## src/rtl/bit_word_bridge.sv

```systemverilog
`default_nettype none
// ============================================================================
// Module   : bit_word_bridge
// Brief    : Bidirectional serial-bit <-> WIDTH-bit word bridge with
//            valid/ready handshakes; independent RX (assemble) and TX
//            (serialise) paths, both at full throughput.
// Revision : 1.0 - initial release
// ============================================================================
module bit_word_bridge #(
    parameter int WIDTH     = 8,
    parameter bit MSB_FIRST = 1'b0
) (
    input  logic                     clk,
    input  logic                     rst_n,
    input  logic                     flush,
    // RX: bits in, words out
    input  logic                     in_bit,
    input  logic                     in_bit_valid,
    output logic                     in_bit_ready,
    output logic [WIDTH-1:0]         out_word,
    output logic                     out_word_valid,
    input  logic                     out_word_ready,
    output logic [$clog2(WIDTH)-1:0] rx_count,
    // TX: words in, bits out
    input  logic [WIDTH-1:0]         in_word,
    input  logic                     in_word_valid,
    output logic                     in_word_ready,
    output logic                     out_bit,
    output logic                     out_bit_valid,
    input  logic                     out_bit_ready
);

    localparam int                 c_CNT_W = $clog2(WIDTH);
    localparam logic [c_CNT_W-1:0] c_LAST  = c_CNT_W'(WIDTH - 1);
    localparam logic [c_CNT_W-1:0] c_ONE   = c_CNT_W'(1);

    // ------------------------------------------------------------------
    // RX path
    // ------------------------------------------------------------------
    logic [c_CNT_W-1:0] r_cnt;
    logic [WIDTH-1:0]   r_shift;
    logic [WIDTH-1:0]   r_word;
    logic               r_word_valid;
    logic [WIDTH-1:0]   w_shift_next;
    logic [c_CNT_W-1:0] w_pos;
    logic               w_rx_last;
    logic               w_bit_take;
    logic               w_pop;

    assign w_rx_last  = (r_cnt == c_LAST);
    assign w_pop      = r_word_valid & out_word_ready;
    // Only the completing bit can stall, and only while the holding register is full.
    assign in_bit_ready = ~w_rx_last | ~r_word_valid | out_word_ready;
    assign w_bit_take = in_bit_valid & in_bit_ready;
    assign w_pos      = MSB_FIRST ? (c_LAST - r_cnt) : r_cnt;

    always_comb begin
        w_shift_next = r_shift;
        if (w_bit_take) begin
            w_shift_next[w_pos] = in_bit;
        end
    end

    always_ff @(posedge clk or negedge rst_n) begin
        if (!rst_n) begin
            r_cnt        <= '0;
            r_shift      <= '0;
            r_word       <= '0;
            r_word_valid <= 1'b0;
        end else begin
            r_shift <= w_shift_next;
            if (flush) begin
                r_cnt <= '0;
                if (w_pop) begin
                    r_word_valid <= 1'b0;
                end
            end else if (w_bit_take && w_rx_last) begin
                r_word       <= w_shift_next;
                r_word_valid <= 1'b1;
                r_cnt        <= '0;
            end else begin
                if (w_bit_take) begin
                    r_cnt <= r_cnt + c_ONE;
                end
                if (w_pop) begin
                    r_word_valid <= 1'b0;
                end
            end
        end
    end

    assign out_word       = r_word;
    assign out_word_valid = r_word_valid;
    assign rx_count       = r_cnt;

    // ------------------------------------------------------------------
    // TX path
    // ------------------------------------------------------------------
    typedef enum logic [0:0] {
        S_IDLE  = 1'b0,
        S_SHIFT = 1'b1
    } tx_state_t;

    tx_state_t          r_state;
    logic [WIDTH-1:0]   r_sr;
    logic [c_CNT_W-1:0] r_bidx;
    logic               r_bit_valid;
    logic [WIDTH-1:0]   w_sr_shifted;
    logic               w_tx_last;

    assign w_tx_last     = (r_bidx == c_LAST);
    assign in_word_ready = (r_state == S_IDLE) | (out_bit_ready & w_tx_last);
    // The outgoing bit always sits at the register end, so out_bit comes straight from a flop.
    assign w_sr_shifted  = MSB_FIRST ? {r_sr[WIDTH-2:0], 1'b0} : {1'b0, r_sr[WIDTH-1:1]};
    assign out_bit       = MSB_FIRST ? r_sr[WIDTH-1] : r_sr[0];
    assign out_bit_valid = r_bit_valid;

    always_ff @(posedge clk or negedge rst_n) begin
        if (!rst_n) begin
            r_state     <= S_IDLE;
            r_sr        <= '0;
            r_bidx      <= '0;
            r_bit_valid <= 1'b0;
        end else begin
            case (r_state)
                S_IDLE: begin
                    if (in_word_valid) begin
                        r_sr        <= in_word;
                        r_bidx      <= '0;
                        r_bit_valid <= 1'b1;
                        r_state     <= S_SHIFT;
                    end
                end
                S_SHIFT: begin
                    if (out_bit_ready) begin
                        if (w_tx_last) begin
                            if (in_word_valid) begin
                                r_sr   <= in_word;
                                r_bidx <= '0;
                            end else begin
                                r_bit_valid <= 1'b0;
                                r_state     <= S_IDLE;
                            end
                        end else begin
                            r_sr   <= w_sr_shifted;
                            r_bidx <= r_bidx + c_ONE;
                        end
                    end
                end
                default: begin
                    r_bit_valid <= 1'b0;
                    r_state     <= S_IDLE;
                end
            endcase
        end
    end

endmodule
`default_nettype wire

```

## config.mk

```make
export PLATFORM = sky130hd
export DESIGN_NAME = bit_word_bridge
export DESIGN_NICKNAME = d
export VERILOG_FILES = /design/src/rtl/bit_word_bridge.sv
export SDC_FILE = /design/constraint.sdc
export NUM_CORES = 1
export LEC_CHECK = 0
export CAP_MARGIN = 20
export CORE_UTILIZATION = 47
export CTS_CLUSTER_DIAMETER = 200
export CTS_CLUSTER_SIZE = 12
export DETAILED_ROUTE_END_ITERATION = 10
export PLACE_DENSITY = 0.84
export SLEW_MARGIN = 40
export SYNTH_ARGS = -nofsm -noshare
export SYNTH_HDL_FRONTEND = slang
export SYNTH_SLANG_ARGS = --single-unit
```

## constraint.sdc

```tcl
create_clock -name clk -period 1.8 [get_ports clk]
set_input_delay 0.18 -clock clk [delete_from_list [all_inputs] [get_ports clk]]
set_output_delay 0.18 -clock clk [all_outputs]
set_load 0.01 [all_outputs]
```

Yosys cells after proc, flatten, opt, wreduce, memory -nomap -nowiden
Cells that the tools add are included.

Input port bits: 16. Logic and storage cells: 60. Output and inout port bits: 16. Register bits: 33.

Reductions and logical operators: 5. Equality and inequality tests: 6. $add $sub $neg: 2. Bitwise logic cells: 10. Mux-type cells: 27. Magnitude comparators: 2.

Operators by type and width (count): 8-bit 2-to-1 mux (4); 3-bit 2-to-1 mux (6); 8-bit one-hot mux with 2 select lines (1); 1-bit 2-to-1 mux (11); 8-bit bitwise mux (1); 3-bit by 1-bit adder with 3-bit output, second input constant (2); 3-bit equality test, second input constant (2); 2-bit != test, second input constant (3); 3-bit one-hot mux with 2 select lines (1); 3-bit by 4-bit < comparator with 1-bit output, second input constant (1); 1-bit NOT (4); 1-bit one-hot mux with 2 select lines (2); 4-bit AND reduction (1); 1-bit bitwise AND (3); 1-bit demux with 3-bit select (1); 3-bit by 1-bit greater-or-equal comparator with 1-bit output, second input constant (1); 1-bit bitwise OR (3); 3-bit nonzero test (1); 1-bit logical AND (2); 2-bit by 1-bit != test with 1-bit output, second input constant (1); 2-bit AND reduction (1).

Logic depth before layout (Yosys ltp)
Depth in word-level cells: 8. Mapped depth: 7. Depth with buffers taken out: 6.

Least setup slack after synthesis
OpenSTA, ideal clock, no wires.

Path kind: register to register. From: register r_cnt[1], in the netlist rx_count[1]. To: register r_shift[3]. Data required time: 1675 ps. Period minus slack after synthesis: 1829 ps. Setup time: 125 ps. Setup slack: -29 ps. Buffers on the path: 1. Stages on the path, launching flop included: 7. Arrival time: 1704 ps. Cells stage by stage: dfrtp_1 -> ha_1 -> ha_1 -> and3b_1 -> buf_4 -> nor2_1 -> mux2_2.

Cells in the longest elaborated chain, start to end: 6. Elaborated cells between the ends (all ways): 12. Classes of those cells: order compare: 2; eq/ne: 1; mux: 4; bitwise: 4; reduce/logical: 1.

RTL lines: start, declared (RTL line 40) `logic [c_CNT_W-1:0] r_cnt;`; start signal, assigned (RTL line 83) `r_cnt <= r_cnt + c_ONE;`; 3-bit by 4-bit < comparator with 1-bit output (implied by the code), or another cell as far along (RTL line 60) `w_shift_next[w_pos] = in_bit;`; 1-bit logical AND (implied by the code) or 1-bit NOT (tied branches) (RTL line 60, 53); 1-bit 2-to-1 mux (implied by the code) or 1-bit bitwise OR (tied branches) (RTL line 60, 53); 1-bit demux with 3-bit select or 1-bit bitwise OR (tied branches) (RTL line 60, 53); 8-bit bitwise mux or 1-bit bitwise AND (tied branches) (RTL line 60, 54); 8-bit 2-to-1 mux * (RTL line 59) `if (w_bit_take) begin`; via w_shift_next[3] (RTL line 44) `logic [WIDTH-1:0] w_shift_next;`; end signal, assigned (RTL line 71) `r_shift <= w_shift_next;`; end, declared (RTL line 41) `logic [WIDTH-1:0] r_shift;`.

The timed path passes the listed nets; every way through them passes the cells marked *. A chain may end at the register's enable or synchronous reset.

Worst setup path in the final report
From: register r_cnt[1], in the netlist rx_count[1]. To: register r_shift[5].

Same word-level chain as after synthesis.

==> run summary <==
Outcome - complete, no violations
Layout area overhead - 27.09%
Tot Pwr - 2003 uW
Final TNS setup - 0 ns
R2R setup slack - 0.06 ns
Sequential share of power - 0.469
Via density per instance - 5.773
Vias in the first global route - 1451
Routed wire length - 3890 microns
CTS Sinks - 33
Yosys top cell area share - 0.4718
Tcrit/Tclk final - 0.9643
Clock network power share - 0.309
CTS H-Tree Depth - 2
Max Cap Viol - 0
CP endpoint - r_shift[5]
Post-Syn Area per Cell - 11.08 sq um
Hold/Removal Path Class - primary input to asynchronous set/reset pin
DR pass1 iterations - 4
Ports - 32
Synth Warn # - 0
Antenna violations before repair - 0
Final #Nets - 215
Layout cell share with drive strength beyond 1 - 0.2194
Met2 WL - 2059 microns
First DRT Iteration DRCs - 73
First-pass GRT wire length - 6644 microns
DRT met1 WL - 1582 microns
Syn nets - 178
GPL Wtd Cong - 0.8459
Leak - 0.0009708 uW
Tmin final - 1.736 ns
DRC - 0
Critical path type - flip-flop to flip-flop
Post-synth top area cell - dfrtp_1
Final setup viols - 0
CTS tree - yes
Tightest Pin Transition - 0.7353 ns
Via Count - 1397
Clk root buf - clkbuf_8
Reg clk slew, reported paths - 0.07 ns
Worst-Skew Late Latency - 0.29 ns
Initial Utilization - 0.5085
Seq/Total Area, Yosys - 0.4718
Critical path peak fanout - 11
Top Metal Used - met4
Critical Path RT - 1.97 ns
Sw Ratio - 0.2699
CP Capture Type - flip-flop
Core area - 3442 sq um
R2R cell count - 6
Slew Limit Fails - 0
Post-synth cell types - 41
CP startpoint kind - flip-flop
Gr ovfl total - 0
Bufs on Longest Clock Path - 2
FILL cells - 278
Avg WL per Cell - 16.07 microns
Hold Violations, Final - 0
Cell internal pwr - 1462 uW
Die area - 3972 sq um
GRT Resource Usage Total - 0.2181
Row Count - 21
Max rail drop VDD - 0.5743 mV
Largest net degree at the start of global routing - 34
Register bit count reported by yosys - 33
Worst Path Arrival - 1.91 ns
Die width - 63.03 microns
Clk_skew - 0.007528 ns
Synth area leaders - dfrtp_1 47%, mux2_2 5.1%, a221oi_1 3.5%
Reg-to-reg critical path endpoint - r_shift[5]
R2r startpoint - rx_count[1]
Routed wl met3 - 190 microns
Comb pwr share - 0.222
Worst setup path start - rx_count[1]
Net Switching - 540.5 uW
Die Y - 63.03 microns
Mapped Area - 1750 sq um
Dpl hpwl - 2564 microns
Routed Antenna Nets - 0
CTS Buf Count - 5
Upper clock frequency limit - 576.1 MHz
Ant. Diodes - 0
Number of port buffers - 31
Pwr Density - 900.3 nW/um^2
RSZ-0062 raised after global routing - no
Max-slew headroom - 0.5076
Mapped Cells - 158
## power groups by stage
stage	sequential, uW	combinational [uW]	clock (uW)
detailed placement	955	430	0
global placement	950	404	0
global route	954	497	656
floorplan	951	262	0
CTS	942	428	628
finish	940	444	619
## cells in the mapped netlist
| cell | count |
|---|---|
| a21boi_2 | 1 |
| a21oi_1 | 12 |
| a221oi_1 | 7 |
| a22o_1 | 2 |
| a32o_1 | 1 |
| and2_1 | 1 |
| and3b_1 | 2 |
| buf_2 | 1 |
| buf_4 | 2 |
| buf_6 | 4 |
| clkbuf_1 | 3 |
| clkbuf_2 | 1 |
| clkbuf_8 | 1 |
| dfrtp_1 | 33 |
| ha_1 | 4 |
| inv_1 | 12 |
| mux2_1 | 1 |
| mux2_2 | 8 |
| nand2_1 | 1 |
| nand2b_1 | 1 |
| nand3_1 | 1 |
| nand3b_1 | 1 |
| nand3b_4 | 1 |
| nand4_1 | 1 |
| nand4b_1 | 3 |
| nand4bb_1 | 3 |
| nor2_1 | 8 |
| nor2_2 | 1 |
| nor2b_1 | 2 |
| nor3_1 | 7 |
| nor3_2 | 1 |
| nor3b_1 | 7 |
| nor4_1 | 7 |
| nor4_2 | 1 |
| nor4b_1 | 7 |
| nor4b_4 | 1 |
| o21ai_0 | 4 |
| o22ai_1 | 1 |
| or2_2 | 1 |
| or3_1 | 1 |
| or4b_4 | 1 |
## how the worst min path moves through the flow
stage,startpoint,cells past startpoint,slack [ns],to
after CTS,rst_n,2,0.32,r_shift[6]
after floorplan,rst_n,0,-0.12,out_bit_valid
final,rst_n,2,0.31,out_word[7]
after detailed placement,r_state,1,0.49,out_bit_valid
after global placement,r_state,1,0.47,out_bit_valid
after global routing,rst_n,2,0.34,out_word[7]
## timing repair
action,4_1_cts,5_1_grt
cloned,0,0
pin swaps,0,1
gates resized for setup,3,8
endpoints found under the setup margin,2,19
setup buffers,0,1
hold buffers,0,0
## routing by layer
metal | up-vias | track usage
met4 | 0 | 0.09302
met1 | 675 | 0.2494
met3 | 5 | 0.05839
li1 | 659 | -
met5 | - | 0
met2 | 58 | 0.3790
## final cells by class
class | count | area, sq um | share of cell area
clock buffer | 7 | 96.34 | 0.04331
clock inverter | 1 | 5.005 | 0.002250
inverter | 12 | 45.04 | 0.02025
multi-input combinational | 101 | 802.0 | 0.3605
sequential | 33 | 827.0 | 0.3718
tap | 46 | 57.56 | 0.02587
timing repair buffer | 42 | 391.6 | 0.1760
## per-stage QoR
stage               cell area, sq um  worst slack (ns)    util  cells  hold slack [ns]
finish                          2225           0.06419  0.6463    242           0.3061
global route                    2225          0.003241  0.6463    242           0.3384
CTS                             2202          0.005903  0.6398    241           0.3171
detailed placement              2102           0.04600  0.6107    233           0.4856
global placement                2100          -0.06468  0.6100    233           0.4673
floorplan                       1752          0.007421       -    158          -0.1156
## state kept, by name (all words and copies together) (netlist names)
name,cells
out_bit_valid,1
out_word,8
out_word_valid,1
r_bidx,3
r_shift,8
r_sr,8
r_state,1
rx_count,3
## worst max-delay path, stage by stage (launching register included)
cell and delay [ns]:
dfrtp_2 0.41, ha_1 0.19, ha_2 0.19, and3b_2 0.22, buf_6 0.15, nor2_1 0.12, mux2_2 0.34
## placed cells by master (no fill, tap or decap), types with 2 or more instances in the layout
master            n
ha_1              2
clkbuf_8          7
nand4b_1          3
ha_2              2
nor2_1            7
buf_4            10
nor2_2            2
nor4b_1           7
mux2_2            8
clkdlybuf4s50_1  29
nor3_1            7
dfrtp_1          32
inv_1            12
nand4bb_1         3
o21ai_0           4
a221oi_1          7
a21oi_1          12
nor4_1            7
nor3b_1           7
a22o_1            2
## cells by family after synthesis
family          count (synthesis)  share of synthesized area
simple gates                   60                     0.2552
flops                          33                     0.4718
compound gates                 28                     0.1065
buf+inv                        24                    0.08004
mux                             9                    0.05790
fa+ha+maj                       4                    0.02859
Note: power is estimated with default switching activity, not from simulation.
